[src/rtl/instr_cache.sv]
// rtl/instr_cache.sv - direct-mapped read-only instruction cache with 4-word block refill
// Optional hit/miss counters are compiled in with ICACHE_STATS_EN.
module instr_cache #(
  parameter int ADDR_W   = 10,
  parameter int NUM_SETS = 8
) (
  input  logic              CLK,
  input  logic              RESET,
  input  logic              READ,
  input  logic [ADDR_W-1:0] ADDRESS,
  output logic [31:0]       INSTRUCTION,
  output logic              BUSYWAIT,
  output logic              MEM_READ,
  output logic [ADDR_W-5:0] MEM_ADDRESS,
  input  logic [127:0]      MEM_READDATA,
  input  logic              MEM_BUSYWAIT
`ifdef ICACHE_STATS_EN
  ,
  output logic [31:0]       HIT_COUNT,
  output logic [31:0]       MISS_COUNT
`endif
);

  localparam int IDX_W = $clog2(NUM_SETS);
  localparam int TAG_W = ADDR_W - 4 - IDX_W;

  typedef enum logic [1:0] {IDLE, MEM_RD, UPDATE} state_t;

  state_t              state, next_state;
  logic [NUM_SETS-1:0] valid;
  logic [TAG_W-1:0]    tag_store  [NUM_SETS];
  logic [127:0]        data_store [NUM_SETS];
  logic [ADDR_W-5:0]   miss_addr;
  logic [127:0]        fill;

  logic [1:0]          offset;
  logic [IDX_W-1:0]    index;
  logic [TAG_W-1:0]    tag;
  logic [IDX_W-1:0]    miss_idx;
  logic [TAG_W-1:0]    miss_tag;
  logic [127:0]        line;
  logic                hit;
  logic [1:0]          unused_byte_sel;

  assign offset          = ADDRESS[3:2];
  assign index           = ADDRESS[3+IDX_W:4];
  assign tag             = ADDRESS[ADDR_W-1:4+IDX_W];
  assign unused_byte_sel = ADDRESS[1:0];
  assign miss_idx        = miss_addr[IDX_W-1:0];
  assign miss_tag        = miss_addr[ADDR_W-5:IDX_W];
  assign line            = data_store[index];
  assign hit             = READ && valid[index] && (tag_store[index] == tag);

  always_ff @(posedge CLK) begin
    if (RESET) state <= IDLE;
    else       state <= next_state;
  end

  always_comb begin
    next_state = state;
    case (state)
      IDLE:    if (READ && !hit) next_state = MEM_RD;
      MEM_RD:  if (!MEM_BUSYWAIT) next_state = UPDATE;
      UPDATE:  next_state = IDLE;
      default: next_state = IDLE;
    endcase
  end

  always_comb begin
    BUSYWAIT    = 1'b0;
    INSTRUCTION = 32'h0;
    MEM_READ    = 1'b0;
    MEM_ADDRESS = '0;
    case (state)
      IDLE: begin
        BUSYWAIT = READ && !hit;
        if (hit) INSTRUCTION = line[{offset, 5'b0} +: 32];
      end
      MEM_RD: begin
        BUSYWAIT    = 1'b1;
        MEM_READ    = 1'b1;
        MEM_ADDRESS = miss_addr;
      end
      UPDATE:  BUSYWAIT = 1'b1;
      default: BUSYWAIT = 1'b0;
    endcase
  end

  // Tag and data arrays are deliberately left out of reset; only valid bits clear.
  always_ff @(posedge CLK) begin
    if (state == IDLE && READ && !hit) miss_addr <= {tag, index};
    if (state == MEM_RD && !MEM_BUSYWAIT) fill <= MEM_READDATA;
    if (!RESET && state == UPDATE) begin
      tag_store[miss_idx]  <= miss_tag;
      data_store[miss_idx] <= fill;
    end
  end

  always_ff @(posedge CLK) begin
    if (RESET)                valid <= '0;
    else if (state == UPDATE) valid[miss_idx] <= 1'b1;
  end

`ifdef ICACHE_STATS_EN
  always_ff @(posedge CLK) begin
    if (RESET) begin
      HIT_COUNT  <= 32'h0;
      MISS_COUNT <= 32'h0;
    end else begin
      if (state == IDLE && hit)            HIT_COUNT  <= HIT_COUNT + 32'd1;
      if (state == IDLE && next_state == MEM_RD) MISS_COUNT <= MISS_COUNT + 32'd1;
    end
  end
`endif

endmodule

[config.mk]
export PLATFORM = sky130hd
export DESIGN_NAME = instr_cache
export DESIGN_NICKNAME = d
export VERILOG_FILES = /design/src/rtl/instr_cache.sv
export SDC_FILE = /design/constraint.sdc
export NUM_CORES = 1
export LEC_CHECK = 0
export BUFFER_PORTS_ARGS = -buffer_cell sky130_fd_sc_hd__buf_2
export CAP_MARGIN = 20
export CORE_MARGIN = 2
export CORE_UTILIZATION = 35
export CTS_CLUSTER_SIZE = 8
export DETAILED_ROUTE_END_ITERATION = 16
export GPL_TIMING_DRIVEN = 0
export PLACE_DENSITY = 0.55
export SYNTH_ARGS = -nofsm -noshare
export SYNTH_HDL_FRONTEND = slang
export SYNTH_SLANG_ARGS = --single-unit
[constraint.sdc]
create_clock -name CLK -period 18.05 [get_ports CLK]
set_input_delay 1.805 -clock CLK [delete_from_list [all_inputs] [get_ports CLK]]
set_output_delay 1.805 -clock CLK [all_outputs]
set_load 0.01 [all_outputs]
==> results of run 1 <==
==> metal layers <==
metal | routed length (um) | global-route usage [%] | vias to the layer above
met5 | 57 | 0 | -
met1 | 44700 | 21.6 | 11100
li1 | - | - | 8723
met3 | 6510 | 3.94 | 155
met2 | 54900 | 28.3 | 622
met4 | 2180 | 4.50 | 8
==> logic make-up after synthesis <==
group | count (synthesis)
fa+ha+maj | 4
xor+xnor | 3
buf+inv | 102
mux | 338
compound gates | 110
flops | 1192
simple gates | 93
==> metrics by stage <==
step | worst slack [ns] | total power, mW | TNS [ns] | utilization [%] | hold WS (ns)
after global routing | 11.03 | 6.27 | 0 | 42.2 | 0.461
after detailed placement | 10.71 | 3.42 | 0 | 38.6 | 0.438
final | 11.16 | 6.08 | 0 | 42.2 | 0.456
after global placement | -12.72 | 3.42 | -3276.58 | 37.5 | 0.427
after floorplan | 2.83 | 3.30 | 0 | - | 0.421
after CTS | 10.70 | 6.15 | 0 | 42.1 | 0.450
==> Yosys cell counts <==
| cell | number |
|---|---|
| sky130_fd_sc_hd__a211oi_1 | 64 |
| sky130_fd_sc_hd__a21boi_0 | 1 |
| sky130_fd_sc_hd__a21o_1 | 8 |
| sky130_fd_sc_hd__a21oi_1 | 33 |
| sky130_fd_sc_hd__a311o_1 | 1 |
| sky130_fd_sc_hd__a31oi_1 | 2 |
| sky130_fd_sc_hd__and2_1 | 6 |
| sky130_fd_sc_hd__buf_1 | 8 |
| sky130_fd_sc_hd__buf_12 | 2 |
| sky130_fd_sc_hd__buf_2 | 18 |
| sky130_fd_sc_hd__buf_4 | 9 |
| sky130_fd_sc_hd__buf_6 | 15 |
| sky130_fd_sc_hd__clkbuf_1 | 46 |
| sky130_fd_sc_hd__dfxtp_1 | 10 |
| sky130_fd_sc_hd__edfxtp_1 | 1182 |
| sky130_fd_sc_hd__ha_1 | 4 |
| sky130_fd_sc_hd__inv_1 | 4 |
| sky130_fd_sc_hd__mux2_2 | 1 |
| sky130_fd_sc_hd__mux2i_1 | 44 |
| sky130_fd_sc_hd__mux4_1 | 4 |
| sky130_fd_sc_hd__mux4_2 | 289 |
| sky130_fd_sc_hd__nand2_1 | 4 |
| sky130_fd_sc_hd__nand2b_1 | 1 |
| sky130_fd_sc_hd__nand3_1 | 1 |
| sky130_fd_sc_hd__nand3b_1 | 1 |
| sky130_fd_sc_hd__nand4_1 | 1 |
| sky130_fd_sc_hd__nor2_1 | 41 |
| sky130_fd_sc_hd__nor2b_1 | 34 |
| sky130_fd_sc_hd__nor3_1 | 1 |
| sky130_fd_sc_hd__nor4_1 | 2 |
| sky130_fd_sc_hd__o211a_1 | 1 |
| sky130_fd_sc_hd__or2_1 | 1 |
| sky130_fd_sc_hd__xor2_1 | 3 |
==> flip-flops by register name, indices dropped and copies added, names as in the netlist <==
signal      count
data_store   1024
fill          128
tag_store      24
valid           8
miss_addr       6
state           2
==> worst reg2reg max path, cell delays in order, from the launching register on <==
cell and delay (ns):
sky130_fd_sc_hd__dfxtp_1 0.35, sky130_fd_sc_hd__inv_1 0.10, sky130_fd_sc_hd__ha_1 0.17, sky130_fd_sc_hd__nand2b_1 0.22
sky130_fd_sc_hd__nor4_2 0.75, sky130_fd_sc_hd__buf_6 0.24, sky130_fd_sc_hd__buf_4 0.20, sky130_fd_sc_hd__buf_4 0.20
sky130_fd_sc_hd__buf_6 0.16, sky130_fd_sc_hd__buf_4 0.18, sky130_fd_sc_hd__buf_4 0.19, sky130_fd_sc_hd__buf_4 0.18
sky130_fd_sc_hd__buf_4 0.15
==> placed cells by master, fill, tap and decap left out, types with 6 or more instances in the layout <==
cell | synthesis | layout
sky130_fd_sc_hd__edfxtp_1 | 1182 | 1182
sky130_fd_sc_hd__nor2_1 | 41 | 35
sky130_fd_sc_hd__buf_2 | 18 | 195
sky130_fd_sc_hd__nor2b_1 | 34 | 33
sky130_fd_sc_hd__clkbuf_1 | 46 | 55
sky130_fd_sc_hd__a21o_1 | 8 | 8
sky130_fd_sc_hd__dfxtp_1 | 10 | 10
sky130_fd_sc_hd__mux4_2 | 289 | 289
sky130_fd_sc_hd__buf_6 | 15 | 23
sky130_fd_sc_hd__buf_1 | 8 | 8
sky130_fd_sc_hd__clkbuf_16 | 0 | 171
sky130_fd_sc_hd__nor2_4 | 0 | 6
sky130_fd_sc_hd__mux2i_1 | 44 | 44
sky130_fd_sc_hd__and2_1 | 6 | 6
sky130_fd_sc_hd__buf_12 | 2 | 37
sky130_fd_sc_hd__a21oi_1 | 33 | 33
sky130_fd_sc_hd__buf_4 | 9 | 54
sky130_fd_sc_hd__buf_16 | 0 | 11
sky130_fd_sc_hd__a211oi_1 | 64 | 64
==> power by group <==
part / total [mW] / internal, mW / switching (mW) / leakage [nW]
Sequential: 3.11 / 3.08 / 0.0311 / 10.7
Combinational: 0.252 / 0.110 / 0.141 / 4.38
Clock: 2.72 / 1.66 / 1.06 / 2.17
==> final timing paths <==
path                                       to  slack, ns                   from  depth (start not counted)
setup / recovery              INSTRUCTION[21]      11.16             ADDRESS[5]                         10
hold / removal          valid[3]$_SDFFE_PP0N_       0.46  valid[3]$_SDFFE_PP0N_                          1
setup reg to reg  data_store[0][40]$_DFFE_PP_      14.64  state[0]$_SDFFE_PP0P_                         12
hold reg to reg         valid[3]$_SDFFE_PP0N_       0.46  valid[3]$_SDFFE_PP0N_                          1
==> cell type report <==
type / count / share of cell area [%]
flip-flops and latches: 1192 / 66.6
multi-input cells: 548 / 15.7
clock buffers: 180 / 8.05
repair buffers: 279 / 4.41
well taps: 1662 / 3.88
plain buffers: 98 / 1.06
clock inverters: 10 / 0.220
inverters: 4 / 0.0280
==> flow_summary_export.csv, run 1 <==
group,metric,value,unit
worst_hold_path,worst_hold_path_type,"reg2reg",
drt,drt_pass1_iterations,5,
placement,dpl.cell_count,3780,
synth,ys_ff_latch,1192,
grt,gr-total-overflow,0,
job,cap_violations,0,
timing,grt_setup_unrepaired,"no",
setup_path,cpMostUsedCell,"sky130_fd_sc_hd__buf_2",
placement,dp_hpwl,73200,um
synth,syn_area_per_cell,24.2,um2
synth,synthesis.area,44600,um2
synth,synth_mux_area_share,15.8,%
drt,routed-via-count,20600,
cells_and_area,diodes,0,
floorplanning,dieHeight,361,um
clock_tree,cts_sinks,1192,
grt,grt_pass1_wl,155000,um
timing,worst-slew-pin-transition,1.03,ns
clock_tree,htree_levels,4,
setup_path,critPathMaxFanout,10,
timing,final_max_slew_viol_count,0,
drt,detailedRoute.firstIterationViolations,1753,
cells_and_area,final_stage_net_count,2436,
setup_path,end_kind,"output port",
grt,grt_antenna_before_repair,6,
setup_path,delay_heaviest_family_cp,"buffers and inverters",
power_and_ir_drop,ir_drop,0.0798,mV
cells_and_area,multiInputGateArea,8420,um2
drt,avgRoutedWirePerCell,27.3,um
clock_tree,path_clk_slew,0.05,ns
synth,syn_nets,1988,
synth,yosys.area_share.simple,1.05,%
clock_tree,cts_post_setup_buffers_inserted,0,
clock_tree,cts_tree,"built",
drt,totalWireLength,108000,um
cells_and_area,syn2layout_area_growth,20.0,%
placement,port-buffer-count,177,
cells_and_area,fin_area,53600,um2
timing,fmaxAchievable,0.145,GHz
setup_path,cp_num_buf_inv,6,
setup_path,startpoint_type,"input port",
cells_and_area,final_layout_fill_cell_count,10800,
grt,first_global_vias,21900,
clock_tree,cts-root-buf,"sky130_fd_sc_hd__clkbuf_16",
floorplanning,placement_rows,131,
synth,yosys.area_share.adder,0.112,%
clock_tree,cts_resized,0,
synth,synth.yosys.seq_area_share,80.0,%
synth,synth_compound_area_share,1.67,%
synth,syn-instance-count,1842,
setup_path,crit_path_top_delay_cell,"sky130_fd_sc_hd__buf_1",
timing,post-route-period-util,38.2,%
floorplanning,initial_core_util,35.1,%
timing,maxSlewHeadroom,31.6,%
synth,yosys.area_share.xor_xnor,0.0589,%
setup_path,cp.required,16.24,ns
setup_path,critical_path.cell_chain,"buf_2 -> buf_4 -> buf_2 -> buf_2 -> buf_1 -> mux4_2 -> mux4_2 -> a21oi_1 -> nor2_1 -> buf_2",
drt,final_antenna_net_count,0,
clock_tree,max-clock-path-buffers,3,
timing,setup_viol,0,
power_and_ir_drop,power-per-cell-area,113,nW/um2
synth,synth_top_area_share,79.5,%
cells_and_area,layout-drive-gt1-share,34.7,%
grt,grt_use_total,16.7,%
setup_path,arrival,5.08,ns
cells_and_area,instances_no_fill,3973,
synth,synth_top_family_by_area,"multiplexers",
power_and_ir_drop,cellLeakagePower,17.3,nW
setup_path,worst-setup-path-type,"in2out",
floorplanning,floorplan.die_area,130000,um2
clock_tree,cts-buffers-inserted,167,
floorplanning,fp.dieW,361,um
synth,synth.area.top_cells,"sky130_fd_sc_hd__edfxtp_1 (80%), sky130_fd_sc_hd__mux4_2 (15%), sky130_fd_sc_hd__a211oi_1 (1.1%), sky130_fd_sc_hd__mux2i_1 (0.99%), sky130_fd_sc_hd__nor2b_1 (0.48%)",
timing,fin_skew,0.0221,ns
cells_and_area,final-seq-area,35700,um2
placement,place_area,49100,um2
placement,globalplace.congestion,0.787,
grt,maximum_number_of_pins_on_one_net_before_global_route_repair,33,
floorplanning,core_area,127000,um2
timing,finalHoldViolations,0,
synth,synth_area_leader_cell,"sky130_fd_sc_hd__edfxtp_1",
drt,avgViaCountPerCell,5.19,
synth,synthDistinctLibCells,33,
clock_tree,cts_hold_repair.buffers,0,
timing,timing.final.crit_period,6.89,ns
setup_path,max_stage_delay,0.69,ns
floorplanning,io_pins,182,
run_status,result_of_the_run,"complete, no violations",
clock_tree,worstSkewPairLatency,0.76,ns
synth,yosys_warnings,0,
drt,detailed_route_drc_error_count,0,
Power figures use the tool's default switching activity.
==> inputs of run 2 (changes only) <==
--- a/config.mk
+++ b/config.mk
@@ -12,7 +12,7 @@
 export CTS_CLUSTER_SIZE = 8
 export DETAILED_ROUTE_END_ITERATION = 16
 export GPL_TIMING_DRIVEN = 0
-export PLACE_DENSITY = 0.55
+export PLACE_DENSITY = 0.57
 export SYNTH_ARGS = -nofsm -noshare
 export SYNTH_HDL_FRONTEND = slang
 export SYNTH_SLANG_ARGS = --single-unit
==> constraint.sdc (replaced) <==
create_clock -name CLK -period 5.85 [get_ports CLK]
set_input_delay 0.585 -clock CLK [delete_from_list [all_inputs] [get_ports CLK]]
set_output_delay 0.585 -clock CLK [all_outputs]
set_load 0.01 [all_outputs]
==> flow_summary_export.csv, run 2 (synthesis results as in run 1) <==
group,metric,value,unit
drt,detailedRoute.firstIterationViolations,2040,
worst_hold_path,worst_hold_path_type,"in2reg",
setup_path,max_stage_delay,0.74,ns
cells_and_area,layout.cells.most_common_list,"sky130_fd_sc_hd__edfxtp_1 (1182), sky130_fd_sc_hd__mux4_2 (289), sky130_fd_sc_hd__buf_2 (195)",
clock_tree,worstSkewPairLatency,0.76,ns
timing,grt_setup_unrepaired,"no",
drt,totalWireLength,109000,um
drt,detailed_route_drc_error_count,0,
job,cap_violations,0,
cells_and_area,largest_register_ff_count,1024,
cells_and_area,biggestRegsByFlops,"data_store x1024, fill x128, tag_store x24",
timing,worst_slack,0.848,ns
clock_tree,cts_post_setup_buffers_inserted,0,
cells_and_area,final_layout_fill_cell_count,10700,
timing,post-route-period-util,85.5,%
drt,avgRoutedWirePerCell,27.0,um
clock_tree,cts_tree,"built",
floorplanning,fp.dieW,361,um
grt,grt_use_total,16.8,%
setup_path,arrival,4.42,ns
placement,post-place-ws,1.15,ns
cells_and_area,layout-drive-gt1-share,32.6,%
power_and_ir_drop,power-per-cell-area,346,nW/um2
grt,gr-total-overflow,0,
timing,setup_viol,0,
cells_and_area,final-seq-area,35700,um2
cells_and_area,regMostFlops,"data_store",
setup_path,end_kind,"output port",
drt,final_antenna_net_count,0,
placement,dpl.cell_count,3756,
floorplanning,initial_core_util,35.1,%
cells_and_area,diodes,0,
floorplanning,dieHeight,361,um
clock_tree,max-clock-path-buffers,3,
setup_path,startpoint_type,"input port",
timing,timing.final.crit_period,5.00,ns
floorplanning,floorplan.die_area,130000,um2
cells_and_area,final_stage_net_count,2509,
clock_tree,cts_sinks,1192,
run_status,result_of_the_run,"complete, no violations",
placement,dp_hpwl,72300,um
floorplanning,placement_rows,131,
clock_tree,cts_resized,0,
clock_tree,htree_levels,4,
timing,maxSlewHeadroom,29.3,%
floorplanning,core_area,127000,um2
timing,worst-slew-pin-transition,1.06,ns
placement,globalplace.congestion,0.795,
setup_path,worst-setup-path-type,"in2out",
placement,port-buffer-count,177,
clock_tree,path_clk_slew,0.04,ns
grt,grt_pass1_wl,157000,um
cells_and_area,syn2layout_area_growth,22.0,%
grt,grt_antenna_before_repair,6,
timing,finalHoldViolations,0,
timing,final_max_slew_viol_count,0,
grt,maximum_number_of_pins_on_one_net_before_global_route_repair,32,
clock_tree,cts-buffers-inserted,166,
drt,avgViaCountPerCell,5.22,
timing,fmaxAchievable,0.200,GHz
power_and_ir_drop,ir_drop,0.347,mV
setup_path,cpMostUsedCell,"sky130_fd_sc_hd__buf_2",
cells_and_area,instances_no_fill,4046,
drt,routed-via-count,21100,
power_and_ir_drop,p_total,18.8,mW
drt,drt_pass1_iterations,5,
setup_path,critical_path.cell_chain,"dlygate4sd3_1 -> buf_2 -> buf_4 -> buf_2 -> buf_2 -> buf_1 -> mux4_2 -> mux4_2 -> a21oi_1 -> nor2_1 -> buf_2",
setup_path,critPathMaxFanout,10,
grt,first_global_vias,22400,
floorplanning,io_pins,182,
power_and_ir_drop,cellLeakagePower,17.6,nW
setup_path,cp.required,5.27,ns
timing,fin_skew,0.0202,ns
clock_tree,cts-root-buf,"sky130_fd_sc_hd__clkbuf_16",
cells_and_area,commonest_non_fill_non_tap_cell_in_the_layout,"sky130_fd_sc_hd__edfxtp_1",
cells_and_area,multiInputGateArea,8440,um2
setup_path,crit_path_top_delay_cell,"sky130_fd_sc_hd__buf_1",
==> run 2: cell count changes in the layout (fill, tap and decap cells not counted), moves of 5 or more <==
cell,delta
sky130_fd_sc_hd__buf_4,-45
sky130_fd_sc_hd__buf_12,+5
sky130_fd_sc_hd__buf_8,+10
sky130_fd_sc_hd__buf_16,-7
sky130_fd_sc_hd__buf_6,+12
sky130_fd_sc_hd__dlygate4sd3_1,+99
==> run 2: repair_timing <==
action	4_1_cts	5_1_grt
hold buffers	99	0
setup endpoints to repair	0	0
hold endpoints to repair	99	0
==> run 2: path summary, 6_finish.rpt <==
kind | startpoint | end | slack [ns] | cells past startpoint
setup reg to reg | state[0]$_SDFFE_PP0P_ | data_store[3][71]$_DFFE_PP_ | 2.99 | 8
hold reg to reg | valid[2]$_SDFFE_PP0N_ | valid[2]$_SDFFE_PP0N_ | 0.45 | 1
setup / recovery | ADDRESS[5] | INSTRUCTION[21] | 0.85 | 11
hold / removal | MEM_READDATA[23] | fill[23]$_DFFE_PP_ | 0.05 | 1
==> run 2: power breakdown <==
group / internal [mW] / total (mW) / switching [mW]
clock network: 5.16 / 8.41 / 3.25
logic: 0.381 / 0.826 / 0.445
registers: 9.50 / 9.60 / 0.0974
total: 15.0 / 18.8 / 3.79
==> run 2: worst max-delay path, delay by kind of cell <==
| family | cells | cell delay, ns |
|---|---|---|
| buffers and inverters | 7 | 2.36 |
| muxes | 2 | 0.96 |
| AOI/OAI and AO/OA | 1 | 0.41 |
| and+or+nand+nor | 1 | 0.08 |
==> run 2: final cells by class <==
type | count | area share [%]
well taps | 1662 | 3.82
clock inverters | 8 | 0.177
clock buffers | 181 | 8.00
flip-flops and latches | 1192 | 65.5
inverters | 4 | 0.0276
multi-input cells | 548 | 15.5
repair buffers | 353 | 5.89
plain buffers | 98 | 1.05
==> run 2: layer usage <==
layer	part of all wire (%)	vias to the layer above	track usage [%]	routed length (um)
li1	-	8862	-	-
met1	41	11400	21.9	44900
met2	51	717	28.6	55600
met3	5.6	160	3.27	6110
met4	2.2	0	5.05	2440
met5	0	-	0	0
==> run 2: stage by stage <==
step | util [%] | instance area [um2] | TNS, ns | hold WS [ns]
6_report | 42.9 | 54500 | 0 | 0.0485
3_5_place_dp | 38.6 | 49000 | 0 | 0.438
5_1_grt | 42.9 | 54500 | 0 | 0.00730
3_3_place_gp | 37.5 | 47600 | -5325.17 | 0.427
4_1_cts | 42.8 | 54400 | 0 | 0.000678
2_1_floorplan | - | 44700 | -340.32 | 0.421
==> inputs of run 3 (changes only) <==
--- a/config.mk
+++ b/config.mk
@@ -12,7 +12,7 @@
 export CTS_CLUSTER_SIZE = 8
 export DETAILED_ROUTE_END_ITERATION = 16
 export GPL_TIMING_DRIVEN = 0
-export PLACE_DENSITY = 0.57
+export PLACE_DENSITY = 0.5
 export SYNTH_ARGS = -nofsm -noshare
 export SYNTH_HDL_FRONTEND = slang
 export SYNTH_SLANG_ARGS = --single-unit
==> flow_summary_export.csv, run 3 (synthesis results as in run 1) <==
group,metric,value,unit
timing,fin_skew,0.0227,ns
setup_path,cp-startpoint,"ADDRESS[5]",
run_status,result_of_the_run,"complete, no violations",
cells_and_area,diodes,0,
timing,final_max_slew_viol_count,0,
setup_path,critical_path.cell_chain,"dlygate4sd3_1 -> buf_2 -> buf_4 -> buf_2 -> buf_2 -> buf_1 -> mux4_2 -> mux4_2 -> a21oi_1 -> nor2_1 -> buf_2",
placement,dp_hpwl,74700,um
clock_tree,path_clk_slew,0.05,ns
placement,dpl.cell_count,3761,
grt,gr-total-overflow,0,
timing,worst-slew-pin-transition,1.08,ns
clock_tree,cts_sinks,1192,
power_and_ir_drop,ir_drop,0.320,mV
grt,first_global_vias,22300,
power_and_ir_drop,p_total,18.7,mW
placement,globalplace.congestion,0.785,
grt,maximum_number_of_pins_on_one_net_before_global_route_repair,31,
cells_and_area,layout.cells.most_common_list,"sky130_fd_sc_hd__edfxtp_1 (1182), sky130_fd_sc_hd__mux4_2 (289), sky130_fd_sc_hd__buf_2 (195)",
power_and_ir_drop,total_switching_power,3.82,mW
drt,avgViaCountPerCell,5.14,
power_and_ir_drop,comb_power_share,4.5,%
cells_and_area,finalCoreUtilization,42.9,%
setup_path,cp_num_buf_inv,7,
setup_path,worst-setup-path-type,"in2out",
cells_and_area,final_layout_fill_cell_count,10900,
cells_and_area,regMostFlops,"data_store",
setup_path,delay_heaviest_family_cp,"buffers and inverters",
power_and_ir_drop,clock_power_share,44.4,%
drt,final_antenna_net_count,0,
setup_path,reg2reg_setup_slack,2.76,ns
timing,fmaxAchievable,0.197,GHz
cells_and_area,final-seq-area,35700,um2
cells_and_area,largest_register_ff_count,1024,
worst_hold_path,count_of_cells_along_the_worst_hold_path,1,
cells_and_area,layout-drive-gt1-share,32.7,%
job,cap_violations,0,
setup_path,cpMostUsedCell,"sky130_fd_sc_hd__buf_2",
timing,timing.setup.tns,0,ns
power_and_ir_drop,cellLeakagePower,17.6,nW
timing,post-route-period-util,86.6,%
clock_tree,worstSkewPairLatency,0.76,ns
timing,maxSlewHeadroom,28.1,%
cells_and_area,multiInputGateArea,8440,um2
drt,drt_pass1_iterations,4,
cells_and_area,instances_no_fill,4044,
drt,avgRoutedWirePerCell,27.5,um
setup_path,rr_worst_depth,10,
cells_and_area,commonest_non_fill_non_tap_cell_in_the_layout,"sky130_fd_sc_hd__edfxtp_1",
floorplanning,floorplan.die_area,130000,um2
power_and_ir_drop,power-per-cell-area,344,nW/um2
grt,grt_pass1_wl,159000,um
cells_and_area,final_stage_net_count,2511,
floorplanning,io_pins,182,
drt,detailedRoute.firstIterationViolations,1705,
floorplanning,core_area,127000,um2
setup_path,max_stage_delay,0.79,ns
grt,grt_antenna_before_repair,5,
worst_hold_path,worstHoldEndpoint,"fill[61]$_DFFE_PP_",
setup_path,end_kind,"output port",
cells_and_area,syn2layout_area_growth,22.0,%
timing,grt_setup_unrepaired,"no",
setup_path,cp.required,5.27,ns
setup_path,startpoint_type,"input port",
floorplanning,placement_rows,131,
setup_path,critPathMaxFanout,10,
clock_tree,cts_tree,"built",
setup_path,arrival,4.48,ns
floorplanning,fp.dieW,361,um
timing,timing.final.crit_period,5.07,ns
setup_path,worstReg2RegEnd,"data_store[4][72]$_DFFE_PP_",
power_and_ir_drop,switching_share,20.4,%
clock_tree,cts-root-buf,"sky130_fd_sc_hd__clkbuf_16",
floorplanning,initial_core_util,35.1,%
clock_tree,htree_levels,4,
worst_hold_path,worst_hold_path_type,"in2reg",
placement,port-buffer-count,177,
grt,grt_use_total,17.2,%
drt,detailed_route_drc_error_count,0,
drt,totalWireLength,111000,um
timing,finalHoldViolations,0,
timing,setup_viol,0,
floorplanning,dieHeight,361,um
cells_and_area,biggestRegsByFlops,"data_store x1024, fill x128, tag_store x24",
drt,routed-via-count,20800,
worst_hold_path,min-delay-start,"MEM_READDATA[61]",
power_and_ir_drop,seq_power_share,51.2,%
power_and_ir_drop,pint,14.9,mW
setup_path,rr_startpoint,"state[0]$_SDFFE_PP0P_",
clock_tree,cts_resized,0,
clock_tree,max-clock-path-buffers,3,
clock_tree,cts-buffers-inserted,166,
setup_path,crit_path_top_delay_cell,"sky130_fd_sc_hd__buf_1",
run 3: worst max-delay path by stage:
stage	slack, ns	endpoint	depth (start not counted)
6_report	0.78	INSTRUCTION[22]	11
5_1_grt	0.72	INSTRUCTION[29]	11
4_1_cts	0.71	INSTRUCTION[21]	11
3_5_place_dp	1.27	INSTRUCTION[21]	10
3_3_place_gp	-9.03	data_store[2][72]$_DFFE_PP_	5
2_1_floorplan	-1.29	data_store[2][0]$_DFFE_PP_	4
run 3: metrics by stage:
step | hold WS [ns] | area [um2] | worst slack, ns
after floorplan | 0.421 | 44700 | -1.29
after global placement | 0.427 | 47600 | -9.03
after detailed placement | 0.443 | 49100 | 1.27
after CTS | 0.000763 | 54400 | 0.713
after global routing | 0.0169 | 54400 | 0.719
final | 0.0495 | 54400 | 0.783
run 3: area by class of cell:
cell class | count | share of cell area (%)
Sequential cell | 1192 | 65.6
Multi-Input combinational cell | 548 | 15.5
Timing Repair Buffer | 355 | 6.03
Clock buffer | 175 | 7.81
Inverter | 4 | 0.0276
Clock inverter | 10 | 0.216
Buffer | 98 | 1.05
Tap cell | 1662 | 3.82
run 3: timing repair:
action	CTS	global route
setup buffers	0	0
hold endpoints to repair	97	0
hold buffers	97	0
run 3: metal layers:
layer	wire, um	vias up	GRT usage, %
met5	0	-	0
met4	2020	0	4.90
met3	4970	135	2.96
met2	57600	550	29.7
met1	46500	11200	22.2
li1	-	8862	-
run 3: power groups by stage:
stage	Clock [mW]	Sequential [mW]	Combinational [mW]
4_1_cts	8.55	9.59	0.860
5_1_grt	8.87	9.60	0.893
2_1_floorplan	0	9.72	0.457
3_5_place_dp	0	9.75	0.806
6_report	8.32	9.59	0.837
3_3_place_gp	0	9.76	0.769
